$ cat src/rtl/eq_arbiter.sv
// Two-port round-robin front end for a shared 16-bit equality comparator.
// S1 registers the winning operands onto chkeq; S2 holds the tagged result under valid/ready.
module eq_arbiter #(
    parameter int WIDTH = 16
) (
    input  logic             clk,
    input  logic             rst,
    input  logic             req0_valid,
    output logic             req0_ready,
    input  logic [WIDTH-1:0] req0_a,
    input  logic [WIDTH-1:0] req0_b,
    input  logic             req1_valid,
    output logic             req1_ready,
    input  logic [WIDTH-1:0] req1_a,
    input  logic [WIDTH-1:0] req1_b,
    output logic [WIDTH-1:0] cmp_ina,
    output logic [WIDTH-1:0] cmp_inb,
    input  logic             cmp_out,
    output logic             rsp_valid,
    input  logic             rsp_ready,
    output logic             rsp_id,
    output logic             rsp_eq,
    output logic             busy
);

    logic             s1_valid_q, s1_valid_d;
    logic             s1_id_q, s1_id_d;
    logic [WIDTH-1:0] ina_q, ina_d;
    logic [WIDTH-1:0] inb_q, inb_d;
    logic             rsp_valid_q, rsp_valid_d;
    logic             rsp_id_q, rsp_id_d;
    logic             rsp_eq_q, rsp_eq_d;
    logic             last_id_q, last_id_d;

    logic             s1_en, s2_en;
    logic             gnt_vld, gnt_id, hs;

    assign s2_en = !rsp_valid_q || rsp_ready;
    assign s1_en = !s1_valid_q || s2_en;

    // Under contention the port that did not win last goes first; priority
    // only rotates on an actual handshake.
    always_comb begin
        gnt_vld = req0_valid | req1_valid;
        gnt_id  = 1'b0;
        if (req0_valid && req1_valid)
            gnt_id = ~last_id_q;
        else if (req1_valid)
            gnt_id = 1'b1;
    end

    assign hs         = gnt_vld & s1_en;
    assign req0_ready = s1_en & gnt_vld & ~gnt_id;
    assign req1_ready = s1_en & gnt_vld &  gnt_id;

    always_comb begin
        s1_valid_d  = s1_valid_q;
        s1_id_d     = s1_id_q;
        ina_d       = ina_q;
        inb_d       = inb_q;
        last_id_d   = last_id_q;
        rsp_valid_d = rsp_valid_q;
        rsp_id_d    = rsp_id_q;
        rsp_eq_d    = rsp_eq_q;

        if (s1_en) begin
            s1_valid_d = hs;
            if (hs) begin
                s1_id_d   = gnt_id;
                last_id_d = gnt_id;
                ina_d     = gnt_id ? req1_a : req0_a;
                inb_d     = gnt_id ? req1_b : req0_b;
            end
        end

        // cmp_out is only meaningful while S1 holds a live request.
        if (s2_en) begin
            rsp_valid_d = s1_valid_q;
            if (s1_valid_q) begin
                rsp_eq_d = cmp_out;
                rsp_id_d = s1_id_q;
            end
        end
    end

    always_ff @(posedge clk or posedge rst) begin
        if (rst) begin
            s1_valid_q  <= 1'b0;
            s1_id_q     <= 1'b0;
            ina_q       <= '0;
            inb_q       <= '0;
            last_id_q   <= 1'b1;
            rsp_valid_q <= 1'b0;
            rsp_id_q    <= 1'b0;
            rsp_eq_q    <= 1'b0;
        end else begin
            s1_valid_q  <= s1_valid_d;
            s1_id_q     <= s1_id_d;
            ina_q       <= ina_d;
            inb_q       <= inb_d;
            last_id_q   <= last_id_d;
            rsp_valid_q <= rsp_valid_d;
            rsp_id_q    <= rsp_id_d;
            rsp_eq_q    <= rsp_eq_d;
        end
    end

    assign cmp_ina   = ina_q;
    assign cmp_inb   = inb_q;
    assign rsp_valid = rsp_valid_q;
    assign rsp_id    = rsp_id_q;
    assign rsp_eq    = rsp_eq_q;
    assign busy      = s1_valid_q | rsp_valid_q;

endmodule

$ cat config.mk
export PLATFORM = sky130hd
export DESIGN_NAME = eq_arbiter
export DESIGN_NICKNAME = d
export VERILOG_FILES = /design/src/rtl/eq_arbiter.sv
export SDC_FILE = /design/constraint.sdc
export NUM_CORES = 1
export LEC_CHECK = 0
export BUFFER_PORTS_ARGS = -buffer_cell sky130_fd_sc_hd__clkbuf_2
export CAP_MARGIN = 5
export CORE_UTILIZATION = 43
export DETAILED_ROUTE_END_ITERATION = 12
export GPL_TIMING_DRIVEN = 0
export MAX_ROUTING_LAYER = met4
export PLACE_DENSITY_LB_ADDON = 0.25
export SKIP_CTS_REPAIR_TIMING = 1
export SYNTH_ARGS = -nofsm -noshare
export SYNTH_HDL_FRONTEND = slang
export SYNTH_SLANG_ARGS = --single-unit
$ cat constraint.sdc
create_clock -name clk -period 1.6 [get_ports clk]
set_clock_uncertainty 0.05 [all_clocks]
set_input_delay 0.32 -clock clk [delete_from_list [all_inputs] [get_ports clk]]
set_output_delay 0.32 -clock clk [all_outputs]
set_load 0.01 [all_outputs]
==> Word level (Yosys, flattened, before mapping) <==
Index checks and enable logic that the tools add are counted.
W data, S select, Z words.
{ "classes": {"bitwise": 7, "n_reduce_logical": 7, "mux": 4} }
{ "ops": {"columns": ["op", "count"], "rows": [
  ["$mux W16", 2],
  ["$reduce_and A2 Y1", 2],
  ["$and A1 B1 Y1", 3],
  ["$logic_not A1 Y1", 2],
  ["$logic_or A1 B1 Y1", 2],
  ["$mux W1", 2],
  ["$not A1 Y1", 2],
  ["$or A1 B1 Y1", 2],
  ["$logic_and A1 B1 Y1", 1]
]} }
{ "totals": {"input_bits": 70, "output_inout_bits": 38, "register_bits": 38, "wordCells": 26} }

==> Logic depth before layout (Yosys ltp) <==
{ "depth": {"word_depth": 5, "depth_mapped": 5, "depth_no_buf": 3} }

==> Worst setup path after synthesis <==
No wires, ideal clock.
{ "synth_timing": {"path_kind": "register to register", "startpoint": "register rsp_valid_q (netlist: rsp_valid)", "endpoint": "register ina_q[10] (netlist: cmp_ina[10])", "setup_slack_ns": 0.154, "stages_incl_launch_ff": 6, "period_less_slack_ns": 1.446, "arrival_time_ns": 1.270, "path_buffers": 2, "cell_sequence": "dfrtp_1 > nand3b_4 > and3_4 > buf_6 > buf_6 > a221o_1"} }
{ "synth_between": {"elab_chain_len": 5} }
{ "synth_rtl": {"columns": ["element", "line", "text"], "rows": [
  ["start, declared", "30", "logic rsp_valid_q, rsp_valid_d;"],
  ["start signal, assigned", "102", "rsp_valid_q <= rsp_valid_d;"],
  ["$logic_not A1 Y1 (*)", "38", "assign s2_en = !rsp_valid_q || rsp_ready;"],
  ["$logic_or A1 B1 Y1 (*)", "38", null],
  ["$logic_or A1 B1 Y1 (*)", "39", "assign s1_en = !s1_valid_q || s2_en;"],
  ["$and A1 B1 Y1", "52", "assign hs = gnt_vld & s1_en;"],
  ["$reduce_and A2 Y1 (no source line) (*)", null, null],
  ["end signal, assigned", "99", "ina_q <= ina_d;"],
  ["end, declared", "28", "logic [WIDTH-1:0] ina_q, ina_d;"]
]} }
Every way passes the cells marked *; elsewhere a longest branch is shown, timed or not.
A chain may end at the register's enable or synchronous reset.

==> Final worst setup path <==
{ "layout_timing": {"startpoint": "register last_id_q", "endpoint": "output req0_ready"} }
{ "layout_between": {"elab_chain_len": 4} }
{ "layout_rtl": {"columns": ["element", "line", "text"], "rows": [
  ["start, declared", "33", "logic last_id_q, last_id_d;"],
  ["start signal, assigned", "101", "last_id_q <= last_id_d;"],
  ["$not A1 Y1", "47", "gnt_id = ~last_id_q;"],
  ["$mux W1", "46", "if (req0_valid && req1_valid)"],
  ["$not A1 Y1", "53", "assign req0_ready = s1_en & gnt_vld & ~gnt_id;"],
  ["$and A1 B1 Y1", "53", null],
  ["end, declared", "9", "output logic req0_ready,"]
]} }
No other way between the ends.

==> out/results.ini <==
[drt]
routed_wirelength_um=5330
wl_per_cell_um=15.2
drtIter0Drc=115
drt_pass1_iterations=4
vias=1839
drc=0
antenna_left=0
avgViaCountPerCell=5.25

[timing]
rsz0062_at_grt=yes
worstMarginPinSlew_ns=0.808
finalHoldViolCount=0
relSlewSlack_pct=46.0
fin_crit_ns=1.64
period_share_pct=103
setup_viol=2
fin_ws_ns=-0.0413
drv_slew=0
max_freq_mhz=609

[power_and_ir_drop]
ir_drop_v=0.000679
pwr-share-clk_pct=31.8
pwr-share-comb_pct=28.6
p_per_area_nw_per_um2=1150
internal_power_mw=2.28
p_sw_share_pct=28.5
switching_power_mw=0.908
pwr-share-seq_pct=39.5
leakage_nw=1.44

[synth]
synthArstFlopShare_pct=100
synthAdderAreaFrac_pct=0
synth_top_flop_cell=dfrtp_1
synth-compound-area-share_pct=19.4
avgSynthCellArea_um2=10.5
synth_top_cell_by_area=dfrtp_1
ys_seq_elements=38
synth.most_common_cell=dfrtp_1
synth_edf_count=0
synth.area.mux_share_pct=1.24
synth_top_area_share_pct=50.9
synth.distinct_cells=23
ys_seq_area_share_pct=52.3
synthCells=173
syn_nets=243
synth_top_family_by_area=simple AND/OR/NAND/NOR gates
synth_common_cells=dfrtp_1 (37), nand2_1 (35), a221o_1 (32), nor3_1 (32), buf_2 (13)
yosys_warnings=0
yosys.area_share.xor_xnor_pct=0
synth-simple-area-share_pct=20.4
syn_area_um2=1820
ys_top_cells_by_area=dfrtp_1 (51%), a221o_1 (18%), nor3_1 (8.8%)

[critical_path]
r2r-start=last_id_q
required_ns=1.23
crit_end=req0_ready
worstSetupEndpointType=output pin
startpoint=last_id_q
path_cells=nor2b_4 -> buf_6 -> nor2_2 -> buf_2
worst_setup_path_start_kind=register
arrival_ns=1.27
worstSetupPathType=reg2out
crit_fanout=6
critPathSlowestCell=dfstp_2
cpPeakStageDelay_ns=0.59
r2r_slack_ns=0
reg2reg_depth=5
r2r-end=cmp_ina[2]

[cells_and_area]
final_nets=369
antenna_cells=0
multi_input_area_um2=813
layout-drive-gt1-share_pct=55.0
num-fill-cells=331
instances_no_fill=350
syn_to_final_growth_pct=52.4
design_area_um2=2770
seq_area_um2=955

[min_path]
hp-class=in2async

[placed_design]
pre_cts_slack_ns=0.0349
dp.final_hpwl_um=3600
dpl_cell_area_um2=2420
dp_cells=330
routabilityCongestion=0.758
io_buffer_count=107

[global_route]
grt_max_degree=39
grt_pass1_vias=1686
grt-ovfl-total=0
antenna_found_initial=0
grt_pass1_wl_um=7690
track_usage_pct=23.6

[floorplanning]
num_io_pins=108
dieArea_um2=4500
core_um2=4030
die-height_um=67.1
start_util_pct=45.2
die_w_um=67.1
std_cell_rows=23

[cts]
clockBufferDepth=2
cts-htree-levels=2
cts_tree=done
cts_buffers=5
clk_pin_slew_ns=0.08
cts_sinks=38
insertion_delay_ns=0.29
cts_root_buf=clkbuf_8

[run_status]
status=complete, but fails checks
violations=setup timing

[job]
drv_cap=0

==> flip-flops by register name, summed over array words and instances, names as in the netlist <==
register	count
rsp_eq	1
rsp_valid	1
last_id_q	1
rsp_id	1
s1_valid_q	1
cmp_inb	16
cmp_ina	16
s1_id_q	1
==> critical path: cells and delay by family, from the launching register on <==
kind                   cells  cell delay (ns)
buffers and inverters      2             0.25
flip-flops                 1             0.59
AND/OR/NAND/NOR            2             0.13
==> stage by stage <==
step	utilization [%]	setup TNS [ns]	hold slack [ns]	power (mW)
floorplan	-	0	0.380	1.71
global placement	60.0	-5.79	0.444	2.05
detailed placement	60.0	0	0.450	2.08
CTS	63.6	-0.512	0.134	3.09
global route	68.9	-0.358	0.179	3.34
finish	68.9	-0.0768	0.111	3.19
==> cell usage in the layout, fill, tap and decap left out, types with 6 or more instances in the layout <==
cell type	n
dfrtp_1	35
a221o_1	32
buf_6	9
nor3_2	8
buf_2	9
nor3_1	24
nand2_1	34
clkbuf_8	6
buf_4	11
clkbuf_2	104
==> layer usage <==
layer | up-vias | part of all wire (%) | global-route usage (%)
li1 | 899 | - | -
met1 | 869 | 45 | 30.4
met2 | 65 | 49 | 37.8
met3 | 6 | 5.4 | 5.65
met4 | 0 | 0.75 | 4.26
met5 | - | 0 | -
==> final cells by class <==
cell class / instances / share of cell area, %
clock inverters: 2 / 2.17
multi-input cells: 116 / 29.3
well taps: 50 / 2.26
inverters: 1 / 0.135
plain buffers: 16 / 4.29
flip-flops and latches: 38 / 34.4
repair buffers: 121 / 24.4
clock buffers: 6 / 2.98
==> power groups by stage <==
stage	Sequential [mW]	Clock (mW)	Combinational (mW)
3_5_place_dp	1.27	0	0.805
6_report	1.26	1.01	0.911
2_1_floorplan	1.33	0	0.377
4_1_cts	1.25	1.03	0.803
5_1_grt	1.28	1.07	0.995
3_3_place_gp	1.26	0	0.785
==> kinds of logic (layout without fill, tap and decap cells) <==
family | Yosys count | count (layout)
muxes | 2 | 2
and+or+nand+nor | 77 | 78
AOI/OAI and AO/OA | 36 | 36
DFF | 38 | 38
buffers and inverters | 20 | 146
==> how the worst min path moves through the flow <==
stage	slack, ns	start	end	cells after the start
floorplan	0.38	req1_valid	s1_valid_q	1
CTS	0.13	rst	cmp_inb[2]	2
global placement	0.44	rsp_eq	rsp_eq	1
global route	0.18	rst	cmp_inb[2]	2
finish	0.11	rst	cmp_inb[2]	2
detailed placement	0.45	cmp_inb[7]	cmp_inb[7]	1
Power figures use the tool's default switching activity.
